`config.mk`:
```
export PLATFORM = sky130hd
export DESIGN_NAME = spi_target
export DESIGN_NICKNAME = d
export VERILOG_FILES = /design/src/rtl/spi_pkg.sv /design/src/rtl/spi_edge_sync.sv /design/src/rtl/spi_target.sv
export SDC_FILE = /design/constraint.sdc
export NUM_CORES = 1
export LEC_CHECK = 0
export ABC_CLOCK_PERIOD_IN_PS = 1700
export BUFFER_PORTS_ARGS = -buffer_cell sky130_fd_sc_hd__buf_2
export CAP_MARGIN = 20
export CORE_UTILIZATION = 45
export CTS_CLUSTER_DIAMETER = 60
export DETAILED_ROUTE_END_ITERATION = 6
export GPL_TIMING_DRIVEN = 0
export PLACE_DENSITY = 0.67
export SYNTH_ARGS = -nofsm -noshare
export SYNTH_HDL_FRONTEND = slang
export SYNTH_SLANG_ARGS = --single-unit
```
`constraint.sdc`:
```
create_clock -name clk -period 1.7 [get_ports clk]
set_input_delay 0.255 -clock clk [delete_from_list [all_inputs] [get_ports clk]]
set_output_delay 0.255 -clock clk [all_outputs]
set_load 0.005 [all_outputs]
```
`src/rtl/spi_pkg.sv`:
```
// ============================================================================
// Module : spi_pkg
// Brief  : Shared state encoding and command opcodes for the SPI target.
// Rev    : 1.0  initial release
// ============================================================================
`default_nettype none

package spi_pkg;

  typedef enum logic [2:0] {
    IDLE    = 3'd0,
    CMD     = 3'd1,
    ADDR    = 3'd2,
    WR_DATA = 3'd3,
    RD_LOAD = 3'd4,
    RD_DATA = 3'd5,
    IGNORE  = 3'd6
  } spi_state_t;

  localparam logic [7:0] CMD_WRITE = 8'h02;
  localparam logic [7:0] CMD_READ  = 8'h03;

endpackage

`default_nettype wire

```
`src/rtl/spi_edge_sync.sv`:
```
// ============================================================================
// Module : spi_edge_sync
// Brief  : Multi-flop synchronizer with rise/fall detection on the synced level.
// Rev    : 1.0  initial release
// ============================================================================
`default_nettype none

module spi_edge_sync #(
  parameter int SYNC_STAGES = 2
) (
  input  logic clk,
  input  logic rst_n,
  input  logic din,
  output logic q,
  output logic rise,
  output logic fall
);

  logic w_sync;
  logic r_prev;

  generate
    if (SYNC_STAGES <= 1) begin : g_single
      logic r_s;
      always_ff @(posedge clk or negedge rst_n) begin
        if (!rst_n) r_s <= 1'b0;
        else        r_s <= din;
      end
      assign w_sync = r_s;
    end else begin : g_chain
      logic [SYNC_STAGES-1:0] r_s;
      always_ff @(posedge clk or negedge rst_n) begin
        if (!rst_n) r_s <= '0;
        else        r_s <= {r_s[SYNC_STAGES-2:0], din};
      end
      assign w_sync = r_s[SYNC_STAGES-1];
    end
  endgenerate

  always_ff @(posedge clk or negedge rst_n) begin
    if (!rst_n) r_prev <= 1'b0;
    else        r_prev <= w_sync;
  end

  assign q    = w_sync;
  assign rise = w_sync & ~r_prev;
  assign fall = ~w_sync & r_prev;

endmodule

`default_nettype wire

```
`src/rtl/spi_target.sv`:
```
// ============================================================================
// Module : spi_target
// Brief  : SPI mode-0 target bridging write (0x02) / read (0x03) frames to a
//          byte memory. Define SPI_TARGET_CMD_ERR_EN to enable cmd_err pulses.
// Rev    : 1.0  initial release
// ============================================================================
`default_nettype none

module spi_target
  import spi_pkg::*;
#(
  parameter int MEMORY_SIZE_IN_BYTES = 64,
  parameter int SYNC_STAGES          = 2,
  localparam int AW                  = $clog2(MEMORY_SIZE_IN_BYTES)
) (
  input  logic          clk,
  input  logic          rst_n,
  input  logic          sclk,
  input  logic          cs_n,
  input  logic          mosi,
  output logic          miso,
  output logic [AW-1:0] mem_addr,
  output logic [7:0]    mem_wdata,
  output logic          mem_we,
  input  logic [7:0]    mem_rdata,
  output logic          busy,
  output logic          cmd_err
);

  localparam logic [AW-1:0] c_addr_one = AW'(1);

  logic w_sclk_unused, w_sclk_rise, w_sclk_fall;
  logic w_mosi, w_mosi_rise_unused, w_mosi_fall_unused;
  logic w_cs_q, w_cs_rise, w_cs_fall;

  spi_edge_sync #(.SYNC_STAGES(SYNC_STAGES)) u_sync_sclk (
    .clk(clk), .rst_n(rst_n), .din(sclk),
    .q(w_sclk_unused), .rise(w_sclk_rise), .fall(w_sclk_fall)
  );
  spi_edge_sync #(.SYNC_STAGES(SYNC_STAGES)) u_sync_mosi (
    .clk(clk), .rst_n(rst_n), .din(mosi),
    .q(w_mosi), .rise(w_mosi_rise_unused), .fall(w_mosi_fall_unused)
  );
  spi_edge_sync #(.SYNC_STAGES(SYNC_STAGES)) u_sync_cs (
    .clk(clk), .rst_n(rst_n), .din(cs_n),
    .q(w_cs_q), .rise(w_cs_rise), .fall(w_cs_fall)
  );

  spi_state_t      r_state, w_state_nxt;
  logic [2:0]      r_bit_cnt;
  logic [7:0]      r_rx_sh, r_tx_sh;
  logic [AW-1:0]   r_addr;
  logic            r_is_read, r_miso, r_mem_we;
  logic [7:0]      r_mem_wdata;

  logic       w_sclk_rise_act, w_sclk_fall_act, w_byte_done, w_cmd_known;
  logic [7:0] w_rx_byte;

  // sclk edges only count while the synchronized select is low
  assign w_sclk_rise_act = w_sclk_rise & ~w_cs_q;
  assign w_sclk_fall_act = w_sclk_fall & ~w_cs_q;
  assign w_rx_byte       = {r_rx_sh[6:0], w_mosi};
  assign w_byte_done     = w_sclk_rise_act & (r_bit_cnt == 3'd7) & ~w_cs_rise;
  assign w_cmd_known     = (w_rx_byte == CMD_WRITE) || (w_rx_byte == CMD_READ);

  always_ff @(posedge clk or negedge rst_n) begin
    if (!rst_n) r_state <= IDLE;
    else        r_state <= w_state_nxt;
  end

  always_comb begin
    w_state_nxt = r_state;
    if (w_cs_rise) begin
      w_state_nxt = IDLE;
    end else begin
      case (r_state)
        IDLE:    if (w_cs_fall)   w_state_nxt = CMD;
        CMD:     if (w_byte_done) w_state_nxt = w_cmd_known ? ADDR : IGNORE;
        ADDR:    if (w_byte_done) w_state_nxt = r_is_read ? RD_LOAD : WR_DATA;
        RD_LOAD: w_state_nxt = RD_DATA;
        default: w_state_nxt = r_state;
      endcase
    end
  end

  // The write address stays on mem_addr for the strobe cycle, then steps
  always_ff @(posedge clk or negedge rst_n) begin
    if (!rst_n) begin
      r_bit_cnt   <= 3'd0;
      r_rx_sh     <= 8'h00;
      r_tx_sh     <= 8'h00;
      r_addr      <= '0;
      r_is_read   <= 1'b0;
      r_miso      <= 1'b0;
      r_mem_we    <= 1'b0;
      r_mem_wdata <= 8'h00;
    end else begin
      r_mem_we <= 1'b0;
      if (r_mem_we) r_addr <= r_addr + c_addr_one;

      if (w_cs_rise) begin
        r_bit_cnt <= 3'd0;
        r_rx_sh   <= 8'h00;
        r_tx_sh   <= 8'h00;
        r_miso    <= 1'b0;
      end else begin
        if (w_sclk_rise_act) begin
          r_rx_sh   <= w_rx_byte;
          r_bit_cnt <= r_bit_cnt + 3'd1;
        end
        if (w_sclk_fall_act) begin
          r_miso  <= r_tx_sh[7];
          r_tx_sh <= {r_tx_sh[6:0], 1'b0};
        end
        case (r_state)
          IDLE: if (w_cs_fall) begin
            r_bit_cnt <= 3'd0;
            r_rx_sh   <= 8'h00;
            r_tx_sh   <= 8'h00;
            r_miso    <= 1'b0;
          end
          CMD:     if (w_byte_done) r_is_read <= (w_rx_byte == CMD_READ);
          ADDR:    if (w_byte_done) r_addr <= w_rx_byte[AW-1:0];
          WR_DATA: if (w_byte_done) begin
            r_mem_we    <= 1'b1;
            r_mem_wdata <= w_rx_byte;
          end
          RD_LOAD: begin
            r_tx_sh <= mem_rdata;
            r_addr  <= r_addr + c_addr_one;
          end
          RD_DATA: if (w_byte_done) begin
            r_tx_sh <= mem_rdata;
            r_addr  <= r_addr + c_addr_one;
          end
          default: ;
        endcase
      end
    end
  end

`ifdef SPI_TARGET_CMD_ERR_EN
  logic r_cmd_err;
  always_ff @(posedge clk or negedge rst_n) begin
    if (!rst_n) r_cmd_err <= 1'b0;
    else        r_cmd_err <= (r_state == CMD) && w_byte_done && !w_cmd_known;
  end
  assign cmd_err = r_cmd_err;
`else
  assign cmd_err = 1'b0;
`endif

  assign miso      = ((r_state == RD_LOAD) || (r_state == RD_DATA)) ? r_miso : 1'b0;
  assign mem_addr  = r_addr;
  assign mem_wdata = r_mem_wdata;
  assign mem_we    = r_mem_we;
  assign busy      = (r_state != IDLE);

endmodule

`default_nettype wire

```
==> summary.md <==
Run status
• status: finished with violations
• failing checks: negative setup slack

Worst setup path
• number of buffers and inverters on the critical path: 0
• R2R Setup Slk: -0.09 ns
• Slowest Stage Delay on Critical Path: 0.39 ns
• required time of the worst setup path: 1.93 ns
• beginning of the critical path: r_bit_cnt[1]
• Cell Chain, Critical Path: ha_2 -> ha_4 -> and4bb_4 -> o21ai_4 -> a21oi_4 -> or3b_1 -> a21oi_1
• reg-to-reg endpoint: r_tx_sh[0]
• Worst path top cell family by delay: simple AND/OR/NAND/NOR gates
• signal arrival time at the worst endpoint: 2.02 ns
• CP Launch Type: flip-flop
• critical path start-end classification: flip-flop to flip-flop
• type of element capturing the critical path: flip-flop
• cells on worst reg2reg path: 7
• Crit-path slowest cell: dfrtp_1
• critical path fanouts, max: 6
• worst reg2reg startpoint: r_bit_cnt[1]

Power
• total power consumption of the routed design: 0.002092 W
• IR Drop Worst-Case VDD: 504.3 uV
• Power Dens Cells: 730.3 nW/um^2
• static leakage power: 1.349 nW

Finish
• fin area: 2864 um^2
• area taken by flip-flops and latches: 1151 um^2
• area of the multi-input gates: 1167 um^2
• commonest non-fill, non-tap cell in the layout: dfrtp_1
• post-synthesis to final-layout area growth: 26.25%
• number of diodes: 0
• Layout fillers: 431
• share of layout cells above drive strength 1: 0.3308
• commonest non-fill, non-tap cells in the layout: 46 x dfrtp_1, 35 x buf_2, 25 x nor2_1, 18 x nand2_1, 17 x mux2i_1
• Final nets: 278

Yosys
• Avg Inst Size Synth: 10.60 um^2
• number of nets produced by synthesis: 230
• total standard cell area after synthesis: 2268 um^2
• synth warn: 0
• count of distinct cell types in the synthesized netlist: 47
• register bit total from synthesis: 46
• share of synthesized area occupied by flip-flops and latches: 0.5074
• async set-or-reset flop fraction in the synthesized netlist: 1.000
• EDFF count, synth: 0
• dominant synthesized flop cell: dfrtp_1
• post-synthesis instance total: 214

Timing
• Max Clock Skew: 0.005604 ns
• Final Cycle Share: 1.054
• minimum setup slack in the final design: -0.09196 ns
• final setup vio count: 12
• fmax: 0.5580 GHz
• final period demand of the worst path: 1.792 ns
• RSZ-0062 raised after global routing: yes
• count of final max-slew check failures: 0
• final hold violation count: 0

Global routing
• antenna violations before repair: 0
• Tot GR Track Use: 0.1947
• GRT Residual Overflow: 0
• via count of the first global-routing pass: 1652
• pin count of the biggest net entering global routing: 47
• first-pass GRT wire length: 7.879 mm

Clock network
• TritonCTS clock tree: done
• CTS clock-pin slew for the worst setup and hold paths: 0.09 ns
• number of sinks handled by clock tree synthesis: 46
• total clock buffers created by CTS: 5
• buffer cell driving the clock tree root: clkbuf_8
• H-tree depth reported by CTS: 2
• clk buf depth: 2
• Skew-Pair Late Insertion Delay: 0.29 ns

Route
• Detail Route Antenna Nets: 0
• first-pass iteration count of the detailed router: 4
• Routed wire per std cell: 14.65 um
• detailed-route vias per instance: 5.303
• count of routing violations after the opening detailed-route iteration: 148
• # DRC: 0
• wire length reported by the detailed router: 4.833 mm
• via total after detailed routing: 1750

Worst hold path
• Cells on Worst Hold Path: 1
• hold wc startpoint: mosi
• Hold Crit Class: primary input to flip-flop
• end point of the worst hold path: u_sync_mosi.g_chain.r_s[0]

Place
• PortBufs: 29
• last weighted congestion value of the routability-driven placer: 0.7855
• post-detail-place hpwl: 3.100 mm
• area after detailed placement: 2520 um^2

Die
• effective utilization at floorplan: 0.4740
• die area: 5329 um^2
• Die X: 73 um
• area of the core: 4786 um^2
• std cell rows: 25
• DIE HEIGHT: 73 um
• total I/O pin count: 31

Job
• total of max-cap violations: 0

## power by group
part	switching [W]	internal (W)
Clock	0.000366	0.000439
Combinational	0.0000888	0.0000711
Sequential	0.0000160	0.00111
Total	0.000470	0.00162
## cell families (layout without fill, tap and decap cells)
group	after synthesis	in the layout	synth area share
muxes	24	24	0.1098
DFF	46	46	0.5074
adders and majority gates	3	3	0.01655
buffers and inverters	15	64	0.03199
and+or+nand+nor	77	77	0.1754
AOI/OAI and AO/OA	42	42	0.1340
xor gates and xnor gates	6	6	0.02317
other	1	1	0.001653
## area by class of cell
class / instances / area share
Clock buffer: 6 / 0.02534
Multi-Input combinational cell: 153 / 0.4076
Timing Repair Buffer: 42 / 0.09262
Sequential cell: 46 / 0.4019
Clock inverter: 2 / 0.01311
Inverter: 3 / 0.003932
Tap cell: 67 / 0.02927
Buffer: 11 / 0.02621
## how the worst max path moves through the flow
stage | depth (start not counted) | end
detailed placement | 5 | mem_wdata[1]
global route | 7 | r_tx_sh[0]
CTS | 7 | r_tx_sh[0]
global placement | 5 | mem_wdata[4]
floorplan | 7 | r_tx_sh[0]
finish | 7 | r_tx_sh[0]
## state kept, by name, indices dropped and copies added, names as in the netlist, 2 cells and up
| name | count |
|---|---|
| mem_wdata | 8 |
| r_tx_sh | 8 |
| r_rx_sh | 7 |
| mem_addr | 6 |
| r_bit_cnt | 3 |
| r_state | 3 |
| u_sync_cs.g_chain.r_s | 2 |
| u_sync_mosi.g_chain.r_s | 2 |
| u_sync_sclk.g_chain.r_s | 2 |
## synthesized netlist by cell type (2+ instances only)
cell | instances | area [um^2]
dfrtp_1 | 46 | 1151
nor2_1 | 28 | 105.1
nand2_1 | 18 | 67.56
mux2i_1 | 17 | 170.2
buf_2 | 10 | 50.05
o21ai_0 | 8 | 40.04
a2bb2oi_1 | 7 | 61.31
mux2_2 | 7 | 78.83
nand3_1 | 6 | 30.03
nor2b_1 | 6 | 37.54
a22oi_1 | 5 | 37.54
a21oi_1 | 4 | 20.02
ha_1 | 3 | 37.54
inv_1 | 3 | 11.26
nor3b_1 | 3 | 22.52
o22ai_1 | 3 | 18.77
or3_1 | 3 | 18.77
xnor2_1 | 3 | 26.28
xor2_1 | 3 | 26.28
a21oi_2 | 2 | 17.52
nand4_1 | 2 | 12.51
o31ai_1 | 2 | 15.01
## metal layers
layer | track usage | vias up | routed length (um)
met3 | 0.04144 | 5 | 220
met4 | 0.05447 | 0 | 56
met2 | 0.3179 | 38 | 2281
met1 | 0.2616 | 848 | 2275
met5 | 0 | - | 0
li1 | - | 859 | -
## stage by stage
step,util,setup WS (ns),cells,TNS (ns),hold slack (ns)
6_report,0.5984,-0.09196,330,-0.8018,0.06220
5_1_grt,0.5984,-0.1605,330,-2.398,0.04065
3_3_place_gp,0.5265,-0.1475,310,-2.020,0.3319
2_1_floorplan,-,-0.0001279,214,-0.0001279,-0.04059
3_5_place_dp,0.5265,-0.1846,310,-2.632,0.3347
4_1_cts,0.5702,-0.1010,325,-0.1649,0.05040
## what timing repair did
item / CTS / global route
pin swaps: 3 / 2
buffers inserted: 7 / 4
hold buffers: 0 / 1
endpoints found under the setup margin: 29 / 32
endpoints found under the hold margin: 0 / 15
gates resized for setup: 11 / 22
## worst register-to-register path: stages (launching register included)
cell      delay, ns
dfrtp_1        0.39
ha_2           0.20
ha_4           0.15
and4bb_4       0.21
o21ai_4        0.18
a21oi_4        0.11
or3b_1         0.36
a21oi_1        0.13
No activity file was read; power rests on OpenSTA's default activity.
